**src/rtl/store_write_buffer_pkg.sv**
```systemverilog
// rtl/store_write_buffer_pkg.sv - shared constants and helpers for the store write buffer
package store_write_buffer_pkg;

  // Stores are word-only: address bits below this index select a byte within a word.
  localparam int WORD_LSB = 2;

  // Pointer width for a power-of-two depth (ceil(log2(depth))).
  function automatic int swb_ptr_w(input int depth);
    int w;
    w = 0;
    for (int i = 0; i < 31; i++) begin
      if ((1 << i) < depth) w = i + 1;
    end
    return w;
  endfunction

endpackage

```
**src/rtl/swb_fwd_match.sv**
```systemverilog
// rtl/swb_fwd_match.sv - newest-entry word-address match for load forwarding
module swb_fwd_match
  import store_write_buffer_pkg::*;
#(
  parameter int DEPTH = 4,
  parameter int WAW   = 30,
  parameter int DW    = 32,
  parameter int PTR_W = 2
) (
  input  logic [DEPTH*WAW-1:0] i_adr_word,
  input  logic [DEPTH*DW-1:0]  i_data,
  input  logic [DEPTH-1:0]     i_valid,
  input  logic [PTR_W-1:0]     i_wr_ptr,
  input  logic [WAW-1:0]       i_rd_word,
  output logic                 o_hit,
  output logic [PTR_W-1:0]     o_idx,
  output logic [DW-1:0]        o_data
);

  logic [PTR_W-1:0] w_idx;

  // Walk from the oldest slot (wr_ptr-DEPTH) to the newest (wr_ptr-1); later matches overwrite earlier ones so the newest wins.
  always_comb begin
    o_hit  = 1'b0;
    o_idx  = '0;
    o_data = '0;
    w_idx  = '0;
    for (int k = DEPTH; k >= 1; k--) begin
      w_idx = i_wr_ptr - PTR_W'(k);
      if (i_valid[w_idx] && (i_adr_word[w_idx*WAW +: WAW] == i_rd_word)) begin
        o_hit  = 1'b1;
        o_idx  = w_idx;
        o_data = i_data[w_idx*DW +: DW];
      end
    end
  end

endmodule

```
**src/rtl/store_write_buffer.sv**
```systemverilog
// rtl/store_write_buffer.sv - core store FIFO draining to memory with load forwarding
module store_write_buffer
  import store_write_buffer_pkg::*;
#(
  parameter int DEPTH = 4,
  parameter int AW    = 32,
  parameter int DW    = 32
) (
  input  logic                        clk,
  input  logic                        reset,
  input  logic                        MemWrite,
  input  logic [AW-1:0]               dataadr,
  input  logic [DW-1:0]               WriteData,
  output logic                        stall,
  input  logic [AW-1:0]               rd_adr,
  output logic                        rd_hit,
  output logic [DW-1:0]               rd_data,
  output logic                        mem_valid,
  output logic [AW-1:0]               mem_adr,
  output logic [DW-1:0]               mem_wdata,
  input  logic                        mem_ready,
  output logic [swb_ptr_w(DEPTH):0]   count,
  output logic                        empty
);

  localparam int PTR_W = swb_ptr_w(DEPTH);
  localparam int CW    = PTR_W + 1;
  localparam int WAW   = AW - WORD_LSB;

  typedef struct packed {
    logic [AW-1:0] adr;
    logic [DW-1:0] data;
  } entry_t;

  entry_t           r_entry [DEPTH];
  logic [PTR_W-1:0] r_wr_ptr;
  logic [PTR_W-1:0] r_rd_ptr;
  logic [CW-1:0]    r_count;

  logic                 w_full;
  logic                 w_push;
  logic                 w_pop;
  logic [DEPTH-1:0]     w_valid;
  logic [DEPTH*WAW-1:0] w_adr_word;
  logic [DEPTH*DW-1:0]  w_data_flat;
  logic [PTR_W-1:0]     w_fwd_idx;
  logic                 w_unused_bits;

  // Handshake decode: a full buffer refuses the store even if the head drains this cycle.
  always_comb begin
    w_full    = (r_count == CW'(DEPTH));
    empty     = (r_count == '0);
    mem_valid = ~empty;
    stall     = MemWrite & w_full;
    w_push    = MemWrite & ~w_full;
    w_pop     = mem_valid & mem_ready;
    mem_adr   = r_entry[r_rd_ptr].adr;
    mem_wdata = r_entry[r_rd_ptr].data;
    count     = r_count;
  end

  // FIFO state: entries, wrapping pointers and occupancy, all cleared by reset.
  always_ff @(posedge clk or negedge reset) begin
    if (!reset) begin
      for (int i = 0; i < DEPTH; i++) r_entry[i] <= '0;
      r_wr_ptr <= '0;
      r_rd_ptr <= '0;
      r_count  <= '0;
    end else begin
      if (w_push) begin
        r_entry[r_wr_ptr] <= '{adr: dataadr, data: WriteData};
        r_wr_ptr          <= r_wr_ptr + PTR_W'(1);
      end
      if (w_pop) r_rd_ptr <= r_rd_ptr + PTR_W'(1);
      case ({w_push, w_pop})
        2'b10:   r_count <= r_count + CW'(1);
        2'b01:   r_count <= r_count - CW'(1);
        default: r_count <= r_count;
      endcase
    end
  end

  // Occupied-slot mask (age from rd_ptr below count) and flattened word addresses/data for the matcher.
  always_comb begin
    w_valid     = '0;
    w_adr_word  = '0;
    w_data_flat = '0;
    for (int i = 0; i < DEPTH; i++) begin
      w_valid[i]                 = ({1'b0, PTR_W'(i) - r_rd_ptr} < r_count);
      w_adr_word[i*WAW +: WAW]   = r_entry[i].adr[AW-1:WORD_LSB];
      w_data_flat[i*DW +: DW]    = r_entry[i].data;
    end
  end

  swb_fwd_match #(
    .DEPTH (DEPTH),
    .WAW   (WAW),
    .DW    (DW),
    .PTR_W (PTR_W)
  ) u_fwd (
    .i_adr_word (w_adr_word),
    .i_data     (w_data_flat),
    .i_valid    (w_valid),
    .i_wr_ptr   (r_wr_ptr),
    .i_rd_word  (rd_adr[AW-1:WORD_LSB]),
    .o_hit      (rd_hit),
    .o_idx      (w_fwd_idx),
    .o_data     (rd_data)
  );

  // Byte-offset bits of the load address and the match index are not needed here.
  assign w_unused_bits = ^{rd_adr[WORD_LSB-1:0], w_fwd_idx};

endmodule

```
**config.mk**
```make
export PLATFORM = sky130hd
export DESIGN_NAME = store_write_buffer
export DESIGN_NICKNAME = d
export VERILOG_FILES = /design/src/rtl/store_write_buffer_pkg.sv /design/src/rtl/swb_fwd_match.sv /design/src/rtl/store_write_buffer.sv
export SDC_FILE = /design/constraint.sdc
export NUM_CORES = 1
export LEC_CHECK = 0
export BUFFER_PORTS_ARGS = -buffer_cell sky130_fd_sc_hd__clkbuf_2
export CORE_MARGIN = 4
export CORE_UTILIZATION = 50
export DETAILED_ROUTE_END_ITERATION = 8
export PLACE_DENSITY = 0.74
export SYNTH_ARGS = -nofsm -noshare
export SYNTH_HDL_FRONTEND = slang
export SYNTH_SLANG_ARGS = --single-unit
```
**constraint.sdc**
```tcl
create_clock -name clk -period 7.75 [get_ports clk]
set_clock_uncertainty 0.2 [all_clocks]
set_input_delay 1.9375 -clock clk [delete_from_list [all_inputs] [get_ports clk]]
set_output_delay 1.9375 -clock clk [all_outputs]
set_load 0.005 [all_outputs]
```
After elaboration in Yosys (flattened, before gate mapping)
Index checks and enable logic that the tools add are counted.
{"block": "op_classes", "reduce_logical": 7, "mul": 4, "n_shift": 8, "add_sub_neg": 11, "magnitude_cmp": 11, "muxes": 23, "n_bitwise": 7, "eq_ne": 7}
{"op": "128-bit by 8-bit variable part select with 32-bit output", "count": 4}
{"op": "120-bit by 8-bit variable part select with 30-bit output", "count": 4}
{"op": "256-bit bitwise mux", "count": 1}
{"op": "64-bit 2-to-1 mux", "count": 3}
{"op": "64-bit binary-select mux with 2-bit select", "count": 1}
{"op": "64-bit demux with 2-bit select", "count": 1}
{"op": "32-bit 2-to-1 mux", "count": 4}
{"op": "30-bit equality test", "count": 4}
{"op": "2-bit by 4-bit multiplier with 6-bit output, second input constant", "count": 4}
{"op": "2-bit by 3-bit < comparator with 1-bit output", "count": 4}
{"op": "2-bit by 3-bit < comparator with 1-bit output, second input constant", "count": 4}
{"op": "1-bit binary-select mux with 2-bit select", "count": 4}
{"op": "1-bit 2-to-1 mux", "count": 8}
{"op": "3-bit >= comparator, second input constant", "count": 2}
{"op": "2-bit inverter with 3-bit output", "count": 2}
{"op": "3-bit one-hot mux with 2 select lines", "count": 1}
{"op": "1-bit logical AND", "count": 5}
{"op": "2-bit by 1-bit adder with 2-bit output, second input constant", "count": 2}
{"op": "1-bit by 2-bit subtractor with 2-bit output, first input constant", "count": 2}
{"op": "2-bit subtractor, first input constant", "count": 2}
{"op": "2-bit subtractor, second input constant", "count": 2}
{"op": "3-bit by 1-bit adder with 3-bit output, second input constant", "count": 1}
{"op": "1-bit bitwise AND", "count": 3}
{"op": "3-bit equality test, second input constant", "count": 1}
{"op": "other kinds (8)", "count": 9}
{"block": "totals", "wordCells": 89, "output_inout_bits": 103, "register_bits": 263, "inputBits": 100}

Longest topological paths before layout
{"block": "depth", "depth_word": 9, "depth_mapped": 20, "ltp_nobuf": 11}

Modules after synthesis
A second synthesis with hierarchy kept.
{"block": "unflattened", "hier_cells": 1799, "hier_area_um2": 20050.5}
{"mod": "store_write_buffer", "cells_each": 676, "seq_area_each_um2": 6581.3, "area_each_um2": 11686.2, "instances": 1}
{"mod": "swb_fwd_match", "cells_each": 1123, "seq_area_each_um2": 0.0, "area_each_um2": 8364.3, "instances": 1}

Worst setup path before layout
OpenSTA, ideal clock, no wires.
{"block": "synth_path", "path_type": "reg2out", "start": "register r_wr_ptr[1]", "end": "output rd_data[10]", "path_stages_with_launch": 18, "path_buffers": 8, "arrival_time_ps": 4149, "slack_ps": 1463, "required_time_ps": 5613, "cell_sequence": "dfrtp_1 buf_1 clkinv_1 clkbuf_1 clkbuf_1 ha_1 buf_6 buf_2 buf_2 mux4_2 xor2_1 a311oi_1 o2111ai_1 or2_1 clkbuf_2 buf_6 a31oi_1 a21boi_2"}
{"block": "synth_between", "elab_chain_len": 8, "word_cells_on_any_way": 35, "cone_classes": "add/sub: 3; mul: 4; eq/ne: 4; shift: 8; mux: 12; reduce/logical: 4"}
{"element": "start: declaration", "line_no": "store_write_buffer.sv:36", "rtl": "logic [PTR_W-1:0] r_wr_ptr;"}
{"element": "start signal: assignment", "line_no": "store_write_buffer.sv:72", "rtl": "r_wr_ptr <= r_wr_ptr + PTR_W'(1);"}
{"element": "2-bit subtractor or 2-bit by 4-bit multiplier with 6-bit output (tied branches)", "line_no": "swb_fwd_match.sv:29, swb_fwd_match.sv:30"}
{"element": "2-bit by 4-bit multiplier with 6-bit output or 120-bit by 8-bit variable part select with 30-bit output (tied branches)", "line_no": "swb_fwd_match.sv:30", "rtl": "if (i_valid[w_idx] && (i_adr_word[w_idx*WAW +: WAW] == i_rd_word)) begin"}
{"element": "120-bit by 8-bit variable part select with 30-bit output or 30-bit equality test (tied branches)", "line_no": "swb_fwd_match.sv:30"}
{"element": "30-bit equality test or 1-bit logical AND (tied branches)", "line_no": "swb_fwd_match.sv:30"}
{"element": "1-bit logical AND or 32-bit 2-to-1 mux (tied branches)", "line_no": "swb_fwd_match.sv:30"}
{"element": "32-bit 2-to-1 mux (2 in a row)", "line_no": "swb_fwd_match.sv:30"}
{"element": "32-bit 2-to-1 mux (*)", "line_no": "swb_fwd_match.sv:30"}
{"element": "end: declaration", "line_no": "store_write_buffer.sv:17", "rtl": "output logic [DW-1:0] rd_data,"}
Every way passes the cells marked *; elsewhere a longest branch is shown, timed or not. The select of a mux whose other input is x is not followed.

Final worst setup path
{"block": "layout_path", "start": "register r_wr_ptr[1]", "end": "output rd_data[0]"}
Same word-level chain as after synthesis.

==> impl_metrics.toml <==
[global_route]
grt_pass1_vias = 15240
grt_max_degree = 131
grt.met3_usage = 0.05187
gr-usage-met2 = 0.4154
busiest_layer = "met2"
grt_first_pass_wirelength_mm = 90.83
use_met1 = 0.3703
grt_overflow = 0
antenna_found_initial = 9
grt_usage = 0.2615

[setup_path]
arrival_ns = 5.24
crit_fanout = 47
cp.required_ns = 5.61
cp_cell_sequence = "buf_4 -> buf_4 -> mux4_2 -> xnor2_1 -> nand4_1 -> nor4_1 -> and4_1 -> nand2b_1 -> buf_4 -> a211o_1 -> a21boi_0 -> clkbuf_2"
reg2regPathDepth = 6
slowest_delay_ns = 0.77
start_kind = "flip-flop"
critPathSlowestCell = "dfrtp_4"
critPathKind = "flip-flop to primary output"
cp_common_cell = "buf_4"
cp-end-kind = "primary output"

[yosys]
synth_top_family_by_area = "multiplexers"
synth-xor-area-share = 0.05975
netlist.area_leader.share = 0.3277
synth_area_per_cell_sq_um = 13.03
synthCells = 1541
synth_area_leader_cell = "dfrtp_1"
synth_area_sq_um = 20080
yosys.area_share.simple = 0.04200
yosysUniqueCellTypes = 50
synth_compound_area_frac = 0.07471
synth_fp_nets = 1651
synthArstFlopShare = 1.000
synth_edf_count = 0
synth_fa_ha_area_frac = 0.006605
synthTopCellsByArea = "dfrtp_1, mux4_2, mux2_2, xnor2_1, mux2i_1"
synthFlopType = "dfrtp_1"
ys_warn_count = 0
synth_mux_area_frac = 0.4520
ys_seq_area_frac = 0.3277
ys_seq_elements = 263

[finish]
layout-drive-gt1-share = 0.5012
layout_commonest_cell = "mux2_2"
area_growth_pct = 11.66
nets = 1760
layout_common_cells = "mux2_2, dfrtp_1, mux4_2"

[power]
power_frac_comb = 0.617
seqPwrFrac = 0.263
vdd_drop_max_mv = 0.2968
p_leak_nw = 8.875
power_density_nw_per_um2 = 532.6
netSwitchingFraction = 0.4115
p_sw_w = 0.004914
power.internal_w = 0.007027
clock_power_share = 0.120
power_w = 0.01194

[floorplan]
die_x_um = 208.4
die_y_um = 208.4
rows = 73
pin_count = 203
core_sq_um = 39730
start_util = 0.5054
dieArea_sq_um = 43430

[placement]
gp_congestion = 0.9482
dp_hpwl_mm = 37.13
io_buffers = 200

[drt]
postRouteAntennaNets = 0
dr.pass1.iters = 7
drcViolationCount = 0
drt_iter0_drc = 1348
dr_total_vias = 14870
viasPerCell = 6.748
drt_wl_total_mm = 57.37
wire_per_inst_um = 26.04

[clock_tree]
numCtsBuffers = 31
cts_tree = "done"
clock_latency_ns = 0.59
root_buffer = "clkbuf_16"
htreeDepth = 1
clock-sinks = 263
clkTransAtPathRegs_ns = 0.06
clockBufferDepth = 3
postCtsHoldBufs = 0
cts_resized = 0

[sta]
rsz0062_at_grt = "no"
finalHoldViolations = 0
fin_tns_setup_ns = 0
finalCriticalPeriod_ns = 7.373
slew_headroom = 0.2910
drv_slew = 0
period_share = 0.9514
fmax_ghz = 0.1356
setup_violations = 0
worstMarginPinSlew_ns = 1.063

[hold_path]
hold_depth = 1
worst_hold_path_type = "flip-flop to flip-flop"

[run]
maxCapViolCount = 0

[status]
outcome = "finished clean"
-- what timing repair did --
| action | in CTS | in global routing |
|---|---|---|
| buffers inserted | 0 | 1 |
| hold endpoints to repair | 0 | 0 |
| setup endpoints to repair | 0 | 1 |
-- path summary, 6_finish.rpt --
| check | startpoint | endpoint | slack, ns |
|---|---|---|---|
| hold / removal | r_entry[96] | r_entry[96] | 0.30 |
| max in group asynchronous | reset | r_entry[207] | 4.48 |
| setup / recovery | r_wr_ptr[1] | rd_data[0] | 0.38 |
| setup reg to reg | r_wr_ptr[0] | r_entry[20] | 3.94 |
| hold reg to reg | r_entry[96] | r_entry[96] | 0.30 |
| min in group asynchronous | reset | r_entry[77] | 1.24 |
-- layer usage --
metal / share of wire / vias up
met4: 0.023 / 6
met1: 0.41 / 7759
met2: 0.48 / 723
met3: 0.085 / 110
li1: - / 6268
met5: 0.00070 / -
-- through the flow --
| step | setup slack [ns] | utilization | cell area [sq um] | hold slack, ns | std cells |
|---|---|---|---|---|---|
| 3_3_place_gp | 0.8965 | 0.5383 | 21390 | 0.2829 | 2141 |
| 3_5_place_dp | 0.8665 | 0.5383 | 21390 | 0.2871 | 2141 |
| 6_report | 0.3765 | 0.5643 | 22420 | 0.2983 | 2203 |
| 4_1_cts | 0.3012 | 0.5634 | 22390 | 0.3007 | 2196 |
| 2_1_floorplan | 1.463 | - | 20080 | 0.2739 | 1541 |
| 5_1_grt | 0.1383 | 0.5643 | 22420 | 0.3269 | 2202 |
-- Yosys cell counts (2+ instances only) --
library cell and n:
nor2b_1 4, buf_1 24, a221oi_1 2, mux2_2 288
buf_4 7, a32oi_1 2, inv_1 11, xnor2_1 103
a21oi_1 4, or4_1 2, xor2_1 34, dfrtp_1 263
a21boi_0 3, a221o_1 2, nand2_1 50, ha_1 9
nor4_1 4, and4_1 2, a211o_1 32, buf_2 35
nand4_1 23, nand3_1 5, a31oi_1 35, mux4_2 227
nand2b_1 2, o21ai_0 39, o22ai_1 2, a211oi_1 33
o2111ai_1 3, a311oi_1 2, buf_6 6, nor2_1 46
mux2i_1 72, nor3_1 38, a21boi_2 30, clkbuf_1 83
-- final cells by class --
type | instances | area (sq um)
Inverter | 12 | 45.04
Tap cell | 525 | 656.9
Multi-Input combinational cell | 1110 | 12820
Antenna cell | 6 | 15.01
Clock inverter | 7 | 77.57
Clock buffer | 48 | 919.6
Fill cell | 3279 | 17310
Sequential cell | 263 | 6596
Timing Repair Buffer | 232 | 1289
-- power groups by stage --
stage | clock, W | combinational (W) | sequential, W
floorplan | 0 | 0.00578 | 0.00268
finish | 0.00144 | 0.00737 | 0.00314
global placement | 0 | 0.00716 | 0.00300
CTS | 0.00147 | 0.00735 | 0.00309
detailed placement | 0 | 0.00731 | 0.00312
global route | 0.00153 | 0.00789 | 0.00326
-- worst max-delay path, delay by kind of cell, from the launching register on --
| kind | cells | cell delay (ns) |
|---|---|---|
| flops | 1 | 0.77 |
| xor+xnor | 1 | 0.40 |
| simple gates | 4 | 0.95 |
| buf+inv | 4 | 1.57 |
| compound gates | 2 | 0.53 |
| mux | 1 | 0.40 |
-- logic make-up (layout without fill, tap and decap cells) --
family                     after synthesis  count (layout)
muxes                                  587             587
AOI/OAI and AO/OA                      196             196
and+or+nand+nor                        180             180
DFF                                    263             263
buffers and inverters                  168             299
other                                    0               6
xor gates and xnor gates               137             137
adders and majority gates               10              10
-- sequential cells by signal, indices dropped and copies added, names as in the netlist --
| signal | flops |
|---|---|
| count | 3 |
| r_entry | 256 |
| r_rd_ptr | 2 |
| r_wr_ptr | 2 |
Note: power is estimated with default switching activity, not from simulation.
